File: src/rtl/vq_codebook_search.sv
// ---------------------------------------------------------------------------
// vq_codebook_search
//   Nearest-codeword search for a vector quantiser. The block buffers one
//   DIM-sample feature vector, then drives the read port of the codebook RAM
//   through every word of all NUM_CW codewords. For each codeword it
//   accumulates the squared Euclidean distance and keeps the smallest one.
//   Ties keep the lowest index. It returns the index and distance of the
//   nearest codeword and holds them until the result is consumed.
//
// Ports
//   clk, rst_n             clock, asynchronous active-low reset
//   abort                  synchronous clear back to LOAD, wins over all else
//   s_data/s_valid/s_ready feature sample input (accepted in LOAD only)
//   cb_rd_addr/cb_rd_en    codebook RAM read request
//   cb_rd_data             RAM read data, one cycle after its address
//   busy                   high while scanning (SEARCH and DRAIN)
//   res_idx/res_dist       nearest codeword index and squared distance
//   res_valid/res_ready    result handshake, result held until consumed
// ---------------------------------------------------------------------------
module vq_codebook_search #(
  parameter int NUM_CW = 16,
  parameter int DIM    = 13,
  parameter int DATA_W = 14,
  parameter int ADDR_W = 8,
  parameter int IDX_W  = 4,
  parameter int DIST_W = 33
) (
  input  logic                     clk,
  input  logic                     rst_n,
  input  logic                     abort,
  input  logic signed [DATA_W-1:0] s_data,
  input  logic                     s_valid,
  output logic                     s_ready,
  output logic [ADDR_W-1:0]        cb_rd_addr,
  output logic                     cb_rd_en,
  input  logic signed [DATA_W-1:0] cb_rd_data,
  output logic                     busy,
  output logic [IDX_W-1:0]         res_idx,
  output logic [DIST_W-1:0]        res_dist,
  output logic                     res_valid,
  input  logic                     res_ready
);

  localparam int SQ_W  = 2*DATA_W + 1;
  localparam int DIM_W = (DIM > 1) ? $clog2(DIM) : 1;
  localparam logic [DIM_W-1:0]  LAST_DIM  = DIM_W'(DIM-1);
  localparam logic [ADDR_W-1:0] LAST_ADDR = ADDR_W'(NUM_CW*DIM-1);

  typedef enum logic [1:0] {S_LOAD, S_SEARCH, S_DRAIN, S_DONE} state_t;

  state_t              state_q, state_d;
  logic [DIM_W-1:0]    cnt_q, cnt_d;
  logic [ADDR_W-1:0]   addr_q, addr_d;
  logic [DIM_W-1:0]    d_q, d_d;
  logic [IDX_W-1:0]    cw_q, cw_d;

  logic                vld_p0;
  logic [DIM_W-1:0]    d_p0;
  logic [IDX_W-1:0]    cw_p0;

  logic [DIST_W-1:0]   acc_q;
  logic [DIST_W-1:0]   min_dist_q;
  logic [IDX_W-1:0]    min_idx_q;
  logic signed [DATA_W-1:0] vec_q [DIM];

  logic                accept;
  logic                last_sample;
  logic [SQ_W-1:0]     sq;
  logic [DIST_W-1:0]   cand;

  // Squared difference of two signed samples. The difference needs one
  // extra bit, and its square is always non-negative and fits SQ_W bits.
  function automatic logic [SQ_W-1:0] sq_diff(input logic signed [DATA_W-1:0] a,
                                              input logic signed [DATA_W-1:0] b);
    logic signed [DATA_W:0]     diff;
    logic signed [2*DATA_W+1:0] dx;
    logic signed [2*DATA_W+1:0] prod;
    diff = {a[DATA_W-1], a} - {b[DATA_W-1], b};
    dx   = {{(DATA_W+1){diff[DATA_W]}}, diff};
    prod = dx * dx;
    return prod[SQ_W-1:0];
  endfunction

  assign accept      = (state_q == S_LOAD) && s_valid;
  assign last_sample = accept && (cnt_q == LAST_DIM);

  // FSM and address counters
  always_ff @(posedge clk or negedge rst_n) begin
    if (!rst_n) begin
      state_q <= S_LOAD;
      cnt_q   <= '0;
      addr_q  <= '0;
      d_q     <= '0;
      cw_q    <= '0;
    end else begin
      state_q <= state_d;
      cnt_q   <= cnt_d;
      addr_q  <= addr_d;
      d_q     <= d_d;
      cw_q    <= cw_d;
    end
  end

  always_comb begin
    state_d = state_q;
    cnt_d   = cnt_q;
    addr_d  = addr_q;
    d_d     = d_q;
    cw_d    = cw_q;
    unique case (state_q)
      S_LOAD: begin
        if (last_sample) begin
          cnt_d   = '0;
          addr_d  = '0;
          d_d     = '0;
          cw_d    = '0;
          state_d = S_SEARCH;
        end else if (accept) begin
          cnt_d = cnt_q + DIM_W'(1);
        end
      end
      S_SEARCH: begin
        if (addr_q == LAST_ADDR) begin
          // Address wraps only when leaving the scan.
          addr_d  = '0;
          d_d     = '0;
          cw_d    = '0;
          state_d = S_DRAIN;
        end else begin
          addr_d = addr_q + ADDR_W'(1);
          if (d_q == LAST_DIM) begin
            d_d  = '0;
            cw_d = cw_q + IDX_W'(1);
          end else begin
            d_d = d_q + DIM_W'(1);
          end
        end
      end
      S_DRAIN: state_d = S_DONE;
      S_DONE:  if (res_ready) state_d = S_LOAD;
      default: state_d = S_LOAD;
    endcase
    if (abort) begin
      state_d = S_LOAD;
      cnt_d   = '0;
      addr_d  = '0;
      d_d     = '0;
      cw_d    = '0;
    end
  end

  // Sample buffer
  always_ff @(posedge clk) begin
    if (accept && !abort) vec_q[cnt_q] <= s_data;
  end

  // Stage p0: RAM read in flight, the dim/codeword tags travel with it
  always_ff @(posedge clk or negedge rst_n) begin
    if (!rst_n) begin
      vld_p0 <= 1'b0;
      d_p0   <= '0;
      cw_p0  <= '0;
    end else if (abort) begin
      vld_p0 <= 1'b0;
      d_p0   <= '0;
      cw_p0  <= '0;
    end else begin
      vld_p0 <= (state_q == S_SEARCH);
      d_p0   <= d_q;
      cw_p0  <= cw_q;
    end
  end

  assign sq   = sq_diff(vec_q[d_p0], cb_rd_data);
  assign cand = acc_q + {{(DIST_W-SQ_W){1'b0}}, sq};

  // Stage p1: accumulate, compare at the end of each codeword
  always_ff @(posedge clk or negedge rst_n) begin
    if (!rst_n) begin
      acc_q      <= '0;
      min_dist_q <= '0;
      min_idx_q  <= '0;
    end else if (abort) begin
      acc_q <= '0;
    end else if (last_sample) begin
      acc_q      <= '0;
      min_dist_q <= '1;
      min_idx_q  <= '0;
    end else if (vld_p0) begin
      if (d_p0 == LAST_DIM) begin
        acc_q <= '0;
        // Strict compare: an equal later codeword never displaces an earlier one.
        if (cand < min_dist_q) begin
          min_dist_q <= cand;
          min_idx_q  <= cw_p0;
        end
      end else begin
        acc_q <= cand;
      end
    end
  end

  assign s_ready    = (state_q == S_LOAD);
  assign busy       = (state_q == S_SEARCH) || (state_q == S_DRAIN);
  assign cb_rd_en   = (state_q == S_SEARCH);
  assign cb_rd_addr = addr_q;
  assign res_valid  = (state_q == S_DONE);
  assign res_idx    = res_valid ? min_idx_q  : '0;
  assign res_dist   = res_valid ? min_dist_q : '0;

endmodule
File: config.mk
export PLATFORM = sky130hd
export DESIGN_NAME = vq_codebook_search
export DESIGN_NICKNAME = d
export VERILOG_FILES = /design/src/rtl/vq_codebook_search.sv
export SDC_FILE = /design/constraint.sdc
export NUM_CORES = 1
export LEC_CHECK = 0
export BUFFER_PORTS_ARGS = -buffer_cell sky130_fd_sc_hd__clkbuf_2
export CAP_MARGIN = 20
export CORE_MARGIN = 5
export CORE_UTILIZATION = 62
export DETAILED_ROUTE_END_ITERATION = 10
export HOLD_SLACK_MARGIN = 0.06
export PLACE_DENSITY = 0.8
export SKIP_CTS_REPAIR_TIMING = 1
export SYNTH_ARGS = -nofsm -noshare
export SYNTH_HDL_FRONTEND = slang
export SYNTH_SLANG_ARGS = --single-unit
File: constraint.sdc
create_clock -name clk -period 17.35 [get_ports clk]
set_clock_uncertainty 0.2 [all_clocks]
set_input_delay 3.47 -clock clk [delete_from_list [all_inputs] [get_ports clk]]
set_output_delay 3.47 -clock clk [all_outputs]
set_load 0.05 [all_outputs]
==> results of run 1 <==
[state kept, by name (all words and copies together), names as in the netlist]
register / cells
acc_q: 33
cb_rd_addr: 8
min_idx_q: 4
d_q: 4
cw_q: 4
vec_q: 182
cw_p0: 4
min_dist_q: 33
cnt_q: 4
d_p0: 4
vld_p0: 1
state_q: 2
[worst paths after layout]
check,start,endpoint,depth (start not counted),slack (ns)
max,cb_rd_data[0],min_dist_q[5]$_DFFE_PN0P_,46,2.11
min,cw_p0[2]$_DFF_PN0_,min_idx_q[2]$_DFFE_PN0P_,2,0.28
max reg2reg,d_p0[0]$_DFF_PN0_,min_dist_q[5]$_DFFE_PN0P_,48,2.70
min reg2reg,cw_p0[2]$_DFF_PN0_,min_idx_q[2]$_DFFE_PN0P_,2,0.28
max in group asynchronous,rst_n,min_dist_q[13]$_DFFE_PN0P_,2,13.07
min in group asynchronous,rst_n,cb_rd_addr[2]$_DFFE_PN0P_,1,2.58
[metrics by stage]
stage | hold slack, ns | setup slack (ns) | std cells | util (%) | area [µm²]
after floorplan | 0.262 | 3.65 | 1868 | - | 21300
after global placement | 0.275 | 1.97 | 2372 | 65.0 | 22300
after detailed placement | 0.284 | 1.73 | 2372 | 65.0 | 22300
after CTS | 0.286 | 2.09 | 2427 | 68.2 | 23400
after global routing | 0.315 | 1.41 | 2428 | 68.3 | 23400
final | 0.283 | 2.11 | 2428 | 68.3 | 23400
[cell families after synthesis]
group	share of synthesized area, %
compound gates	9.43
flops	37.5
fa+ha+maj	28.1
xor+xnor	3.72
mux	5.97
simple gates	8.31
buf+inv	6.98
[per-layer routing]
layer  vias to the layer above  GRT usage (%)  part of all wire [%]
met2                       612           47.0                    52
met5                         -              0                     0
met4                         0           10.7                   4.4
li1                       6475              -                     -
met3                       170           4.07                   6.2
met1                      7260           32.0                    37
[tightest hold or removal path: stages (launching register included)]
cell and delay (ns):
dfrtp_1 0.32, inv_1 0.03, o22ai_1 0.09
[cell usage in the layout, fill, tap and decap left out, drive strengths merged, types with 4 or more instances in the layout]
master and n:
nand2 129, edfxtp 182, nand2b 14, inv 340
or2 4, bufinv 6, o211ai 7, a21oi 79
o21ai 48, a31oi 6, ha 169, o22ai 6
or3 6, o21bai 12, nor3 16, a211oi 6
xnor2 57, xor2 29, a22o 31, buf 17
a21o 29, dfrtp 101, nand4 15, nand3 17
a221oi 4, and2 15, clkinvlp 4, nor2 146
clkbuf 113, nor2b 13, and3 9, o21a 9
fa 194, clkinv 16, o31ai 5, mux4 56
nand3b 4, o22a 33
[final cells by class]
class / instances / area, µm²
multi-input combinational: 1194 / 11900
fill: 2369 / 10900
sequential: 283 / 8000
inverter: 344 / 1290
clock buffer: 33 / 782
tap: 455 / 569
timing repair buffer: 97 / 548
clock inverter: 22 / 318
==> run_results.csv, run 1 <==
group,metric,value,unit
status,status,"completed",
worst_setup_path,cp_top_family,"adder cells",
synth,netlist_area,0.0213,mm²
worst_setup_path,cp-start-kind,"input port",
synth,syn-num-nets,2264,
synth,ys.warnings.count,0,
sta,drv_slew,0,
sta,fmax,65.6,MHz
drt,finalWirelength,49700,µm
sta,period_share,87.9,%
synth,yosysTopAreaCell,"edfxtp_1",
grt,grt.total_usage,26.3,%
drt,dr.pass1.iters,5,
clock_network,clockBufferDepth,3,
clock_network,clk_pin_slew,0.07,ns
synth,synth_edf_count,182,
layout,num_antenna_cells,0,
drt,drt.antenna.violating_nets,0,
sta,relSlewSlack,22.1,%
synth,synth_top_area_share,25.6,%
floorplan,core-area,0.0343,mm²
synth,ys_seq_area_share,37.5,%
clock_network,cts.sinks,283,
clock_network,clock_latency,0.59,ns
worst_setup_path,critPathBufInv,9,
synth,synth_ff_type,"edfxtp_1",
placement,io_buffers,81,
grt,grt_pass1_vias,15537,
drt,via_per_inst,5.98,
worst_setup_path,crit_top_cell,"fa_1",
sta,min_period,15.24,ns
sta,setup_violations,0,
floorplan,rows,68,
floorplan,initial_core_util,62.2,%
synth,syn_avg_cell_area,11.4,µm²
clock_network,cts_buffers,30,
floorplan,fp.dieH,195,µm
worst_setup_path,cp-end-kind,"flop",
worst_setup_path,slowest_delay,0.87,ns
synth,synthCells,1868,
synth,synthArstFlopShare,35.7,%
worst_hold_path,min_path_type,"reg2reg",
grt,overflow,0,
sta,tns,0,ns
clock_network,clockRootBuffer,"clkbuf_16",
run,cap_violations,0,
drt,vias,14517,
layout,drive_gt1_share,12.2,%
drt,route.detailed.drc,0,
drt,drt-initial-drc-count,1229,
sta,rsz0062_at_grt,"false",
drt,wire_per_inst,20.5,µm
grt,antenna_found_initial,0,
floorplan,die_x,195,µm
worst_setup_path,path_max_fanout,26,
floorplan,die-area,0.0382,mm²
synth,synth.distinct_cells,69,
sta,hold_violations,0,
worst_setup_path,slowest_stage,"fa_1",
worst_setup_path,crit_type,"in2reg",
clock_network,cts_tree,"yes",
layout,fin_nets,2346,
floorplan,io_pins,82,
layout,syn_to_final_growth,9.83,%
placement,gp_congestion,0.977,
sta,tightest_slew,1.17,ns
worst_setup_path,cp.arrival,15.55,ns
clock_network,cts.htree.levels,1,
grt,grt_max_degree,77,
placement,hpwl,35000,µm
synth,yosysMostFrequentCell,"inv_1",
worst_setup_path,required,17.66,ns
synth,synth.area.top_cells,"edfxtp_1, fa_1, dfrtp_1",
grt,grt_first_pass_wirelength,80300,µm
synth,ys_ff_latch,283,
synth,synth_common_cells,"inv_1, fa_1, edfxtp_1, ha_1, nor2_1",
Power of run 1 is left out: the tool's default activity adds up to more than one toggle a clock period on the data nets, which glitch-free logic cannot reach.
==> run 2: changes to the inputs <==
--- a/config.mk
+++ b/config.mk
@@ -7,11 +7,10 @@
 export LEC_CHECK = 0
 export BUFFER_PORTS_ARGS = -buffer_cell sky130_fd_sc_hd__clkbuf_2
 export CAP_MARGIN = 20
-export CORE_MARGIN = 5
-export CORE_UTILIZATION = 62
+export CORE_UTILIZATION = 58
 export DETAILED_ROUTE_END_ITERATION = 10
 export HOLD_SLACK_MARGIN = 0.06
-export PLACE_DENSITY = 0.8
+export PLACE_DENSITY = 0.78
 export SKIP_CTS_REPAIR_TIMING = 1
 export SYNTH_ARGS = -nofsm -noshare
 export SYNTH_HDL_FRONTEND = slang
==> constraint.sdc (replaced) <==
create_clock -name clk -period 12.7 [get_ports clk]
set_clock_uncertainty 0.2 [all_clocks]
set_input_delay 2.54 -clock clk [delete_from_list [all_inputs] [get_ports clk]]
set_output_delay 2.54 -clock clk [all_outputs]
set_load 0.05 [all_outputs]
==> run 2 against run 1 <==
Compared with the run above: non-clock buffer count is 247 higher; the run now ends with negative setup slack left; sequential share of layout area down 3.1 points; global-route usage grew 1.6 points; largest cell class unchanged.
==> run_results.csv, run 2 (synthesized netlist as in run 1, its figures left out) <==
group,metric,value,unit
status,violations,"negative setup slack",
placement,dp_cells,2596,
drt,via_per_inst,5.93,
floorplan,core-area,0.0359,mm²
grt,grt_pass1_vias,16456,
layout,final_area,0.0258,mm²
sta,fmax,78.1,MHz
drt,route.detailed.drc,0,
clock_network,clk_pin_slew,0.07,ns
drt,drt.antenna.violating_nets,0,
floorplan,initial_core_util,59.4,%
floorplan,fp.dieH,194,µm
clock_network,clockBufferDepth,3,
sta,fin_hold_ws,0.304,ns
worst_setup_path,path_max_fanout,8,
sta,tightest_slew,1.11,ns
clock_network,cts.sinks,283,
drt,drt-initial-drc-count,1164,
sta,rsz0062_at_grt,"true",
sta,fin_ws,-0.105,ns
worst_setup_path,slowest_delay,0.56,ns
grt,grt_first_pass_wirelength,82800,µm
layout,fin_nets,2593,
placement,gp_congestion,0.931,
drt,vias,15916,
layout,final_common_cell,"inv_1",
drt,dr.pass1.iters,5,
sta,min_period,12.80,ns
layout,num_antenna_cells,0,
floorplan,rows,69,
layout,largest-register,"vec_q",
clock_network,clockRootBuffer,"clkbuf_16",
placement,dpl_cell_area,0.0240,mm²
worst_setup_path,crit_type,"in2reg",
layout,drive_gt1_share,26.0,%
sta,setup_violations,29,
worst_setup_path,cp.arrival,13.05,ns
worst_setup_path,required,12.95,ns
floorplan,die-area,0.0375,mm²
worst_hold_path,min_path_type,"reg2reg",
layout,layoutNonFillerInstCount,2682,
clock_network,clock_latency,0.57,ns
drt,wire_per_inst,21.0,µm
grt,overflow,0,
layout,layout_common_cells,"inv_1, buf_4, fa_1, edfxtp_1, ha_1",
placement,io_buffers,81,
worst_setup_path,cp-start-kind,"input port",
layout,reg_top3,"vec_q x182, acc_q x33, min_dist_q x33",
layout,syn_to_final_growth,21.0,%
clock_network,cts.htree.levels,1,
placement,post-place-ws,-0.802,ns
clock_network,cts_buffers,30,
worst_setup_path,slowest_stage,"fa_1",
grt,grt_max_degree,69,
layout,largest_reg_flops,182,
grt,grt.total_usage,27.9,%
worst_setup_path,crit_top_cell,"fa_1",
placement,hpwl,37500,µm
sta,hold_violations,0,
clock_network,cts_tree,"yes",
worst_setup_path,cp-end-kind,"flop",
drt,finalWirelength,56400,µm
floorplan,die_x,194,µm
run,cap_violations,0,
grt,antenna_found_initial,0,
sta,relSlewSlack,25.7,%
sta,drv_slew,0,
status,status,"complete, but fails checks",
sta,period_share,101,%
floorplan,io_pins,82,
## run 2: final cells by class
class / instances / area, µm²
timing repair buffer: 344 / 2520
clock buffer: 33 / 805
tap: 461 / 577
clock inverter: 23 / 214
multi-input combinational: 1194 / 12400
inverter: 344 / 1290
sequential: 283 / 8000
fill: 2278 / 10100
## run 2: worst max-delay path: cells and delay by family
kind,cells,cell delay (ns)
fa+ha+maj,10,4.35
xor+xnor,3,0.51
simple gates,9,1.55
compound gates,16,2.97
buf+inv,12,1.11
## run 2: metrics by stage
step	utilization (%)	TNS, ns
4_1_cts	69.6	-13.47
3_5_place_dp	66.7	-28.80
6_report	71.9	-1.82
3_3_place_gp	66.7	-16.51
2_1_floorplan	-	0
5_1_grt	71.9	-14.68
## run 2: worst paths after layout
kind	start	endpoint	slack, ns	depth (start not counted)
setup / recovery	cb_rd_data[1]	min_idx_q[3]$_DFFE_PN0P_	-0.10	50
hold / removal	cw_p0[1]$_DFF_PN0_	min_idx_q[1]$_DFFE_PN0P_	0.30	2
setup reg to reg	d_p0[1]$_DFF_PN0_	min_idx_q[3]$_DFFE_PN0P_	-0.01	49
hold reg to reg	cw_p0[1]$_DFF_PN0_	min_idx_q[1]$_DFFE_PN0P_	0.30	2
max in group asynchronous	rst_n	acc_q[8]$_DFFE_PN0P_	9.35	2
min in group asynchronous	rst_n	cb_rd_addr[1]$_DFFE_PN0P_	1.71	1
## run 2: routing by layer
metal / up-vias / track usage [%] / routed length, µm
met4: 0 / 10.3 / 2570
met5: - / 0 / 0
met2: 695 / 51.0 / 29600
met3: 180 / 3.20 / 3610
met1: 8039 / 34.0 / 20600
li1: 7002 / - / -
Power of run 2 is left out for the same reason.
==> run 3: changes to the inputs <==
--- a/config.mk
+++ b/config.mk
@@ -7,11 +7,11 @@
 export LEC_CHECK = 0
 export BUFFER_PORTS_ARGS = -buffer_cell sky130_fd_sc_hd__clkbuf_2
 export CAP_MARGIN = 20
-export CORE_UTILIZATION = 58
+export CORE_UTILIZATION = 25
 export DETAILED_ROUTE_END_ITERATION = 10
 export HOLD_SLACK_MARGIN = 0.06
-export PLACE_DENSITY = 0.78
 export SKIP_CTS_REPAIR_TIMING = 1
+export SLEW_MARGIN = 5
 export SYNTH_ARGS = -nofsm -noshare
 export SYNTH_HDL_FRONTEND = slang
 export SYNTH_SLANG_ARGS = --single-unit
==> run 3 against run 2 <==
Compared with the run above: critical endpoint is now min_dist_q[12]$_DFFE_PN0P_; core utilization fell by 40 points; non-clock buffer count up 55; die area is 130% higher; the run now ends clean; flip-flop and latch count unchanged; routed wire length is 5.4% lower.
==> run_results.csv, run 3 (synthesized netlist as in run 1, its figures left out) <==
group,metric,value,unit
status,status,"completed",
clock_network,cts_tree,"yes",
layout,seq_area,0.00800,mm²
clock_network,cts.htree.levels,1,
clock_network,cts.sinks,283,
drt,drt-initial-drc-count,879,
drt,finalWirelength,53300,µm
worst_setup_path,crit_top_cell,"fa_1",
floorplan,initial_core_util,25.4,%
sta,fin_hold_ws,0.291,ns
drt,dr.pass1.iters,5,
drt,via_per_inst,4.36,
worst_hold_path,whs_endpoint,"min_idx_q[2]$_DFFE_PN0P_",
worst_hold_path,hp-start,"cw_p0[2]$_DFF_PN0_",
placement,hpwl,40100,µm
floorplan,fp.dieH,294,µm
grt,grt.total_usage,12.2,%
worst_setup_path,r2r_cells,49,
grt,grt_first_pass_wirelength,83600,µm
placement,gp_congestion,0.849,
layout,fin_nets,2649,
clock_network,clockRootBuffer,"clkbuf_16",
floorplan,die_x,294,µm
worst_setup_path,cp.arrival,12.74,ns
worst_setup_path,cp-end-kind,"flop",
worst_setup_path,r2r-start,"d_p0[0]$_DFF_PN0_",
layout,num_antenna_cells,0,
layout,syn_to_final_growth,26.8,%
clock_network,clockBufferDepth,3,
sta,rsz0062_at_grt,"true",
sta,min_period,12.46,ns
worst_setup_path,path_max_fanout,7,
grt,grt_pass1_vias,15423,
sta,tightest_slew,0.999,ns
worst_setup_path,rrSetupSlack,0.45,ns
layout,layout_common_cells,"inv_1, buf_4, fa_1, edfxtp_1, ha_1",
clock_network,cts_buffers,31,
worst_hold_path,min_path_type,"reg2reg",
layout,largest_reg_flops,182,
layout,filler_cell_count,8552,
placement,post-place-ws,-0.763,ns
worst_setup_path,crit_type,"in2reg",
worst_hold_path,hold_depth,2,
drt,wire_per_inst,15.6,µm
layout,multiInputGateArea,0.0124,mm²
layout,drive_gt1_share,26.7,%
grt,overflow,0,
run,cap_violations,0,
drt,route.detailed.drc,0,
sta,period_share,98.1,%
sta,setup_violations,0,
floorplan,die-area,0.0865,mm²
worst_setup_path,required,12.98,ns
sta,fmax,80.2,MHz
sta,tns,0,ns
floorplan,rows,106,
worst_setup_path,crit_start,"cb_rd_data[0]",
sta,drv_slew,0,
grt,grt_max_degree,67,
drt,vias,14876,
sta,relSlewSlack,33.3,%
layout,final_common_cell,"inv_1",
clock_network,clk_pin_slew,0.06,ns
worst_setup_path,slowest_stage,"fa_1",
layout,largest-register,"vec_q",
layout,finish.utilization,32.2,%
placement,io_buffers,81,
drt,drt.antenna.violating_nets,0,
clock_network,clock_latency,0.60,ns
sta,hold_violations,0,
floorplan,io_pins,82,
worst_setup_path,slowest_delay,0.55,ns
floorplan,core-area,0.0841,mm²
worst_setup_path,reg2reg_to,"min_dist_q[12]$_DFFE_PN0P_",
grt,antenna_found_initial,1,
sta,fin_ws,0.235,ns
worst_setup_path,cp-start-kind,"input port",
layout,reg_top3,"vec_q x182, acc_q x33, min_dist_q x33",
## run 3: layout make-up
cell class,count,area share (%)
Clock inverter,16,0.689
Multi-Input combinational cell,1194,45.7
Timing Repair Buffer,399,11.0
Inverter,344,4.78
Tap cell,1134,5.25
Sequential cell,283,29.6
Clock buffer,39,3.05
## run 3: how the worst max path moves through the flow
stage	endpoint	depth (start not counted)
6_report	min_dist_q[12]$_DFFE_PN0P_	49
2_1_floorplan	min_dist_q[7]$_DFFE_PN0P_	49
5_1_grt	min_dist_q[10]$_DFFE_PN0P_	48
3_3_place_gp	min_dist_q[13]$_DFFE_PN0P_	47
3_5_place_dp	min_dist_q[7]$_DFFE_PN0P_	47
4_1_cts	min_dist_q[7]$_DFFE_PN0P_	47
## run 3: worst max-delay path, delay by kind of cell
kind            cells  cell delay (ns)
xor+xnor            2             0.29
buf+inv            11             1.07
simple gates        7             0.87
compound gates     18             3.51
fa+ha+maj          11             4.42
## run 3: per-stage QoR
step / std cells / cell area [µm²]
floorplan: 1868 / 21300
global placement: 3331 / 25300
detailed placement: 3331 / 25300
CTS: 3386 / 26300
global route: 3409 / 27000
finish: 3409 / 27000
## run 3: metal layers
layer / track usage, % / vias to the layer above / share of wire, %
li1: - / 7082 / -
met1: 16.1 / 7481 / 45
met3: 1.65 / 60 / 3.9
met2: 21.3 / 251 / 50
met4: 2.36 / 2 / 1.7
met5: 0 / - / 0.022
Power of run 3 is left out for the same reason.
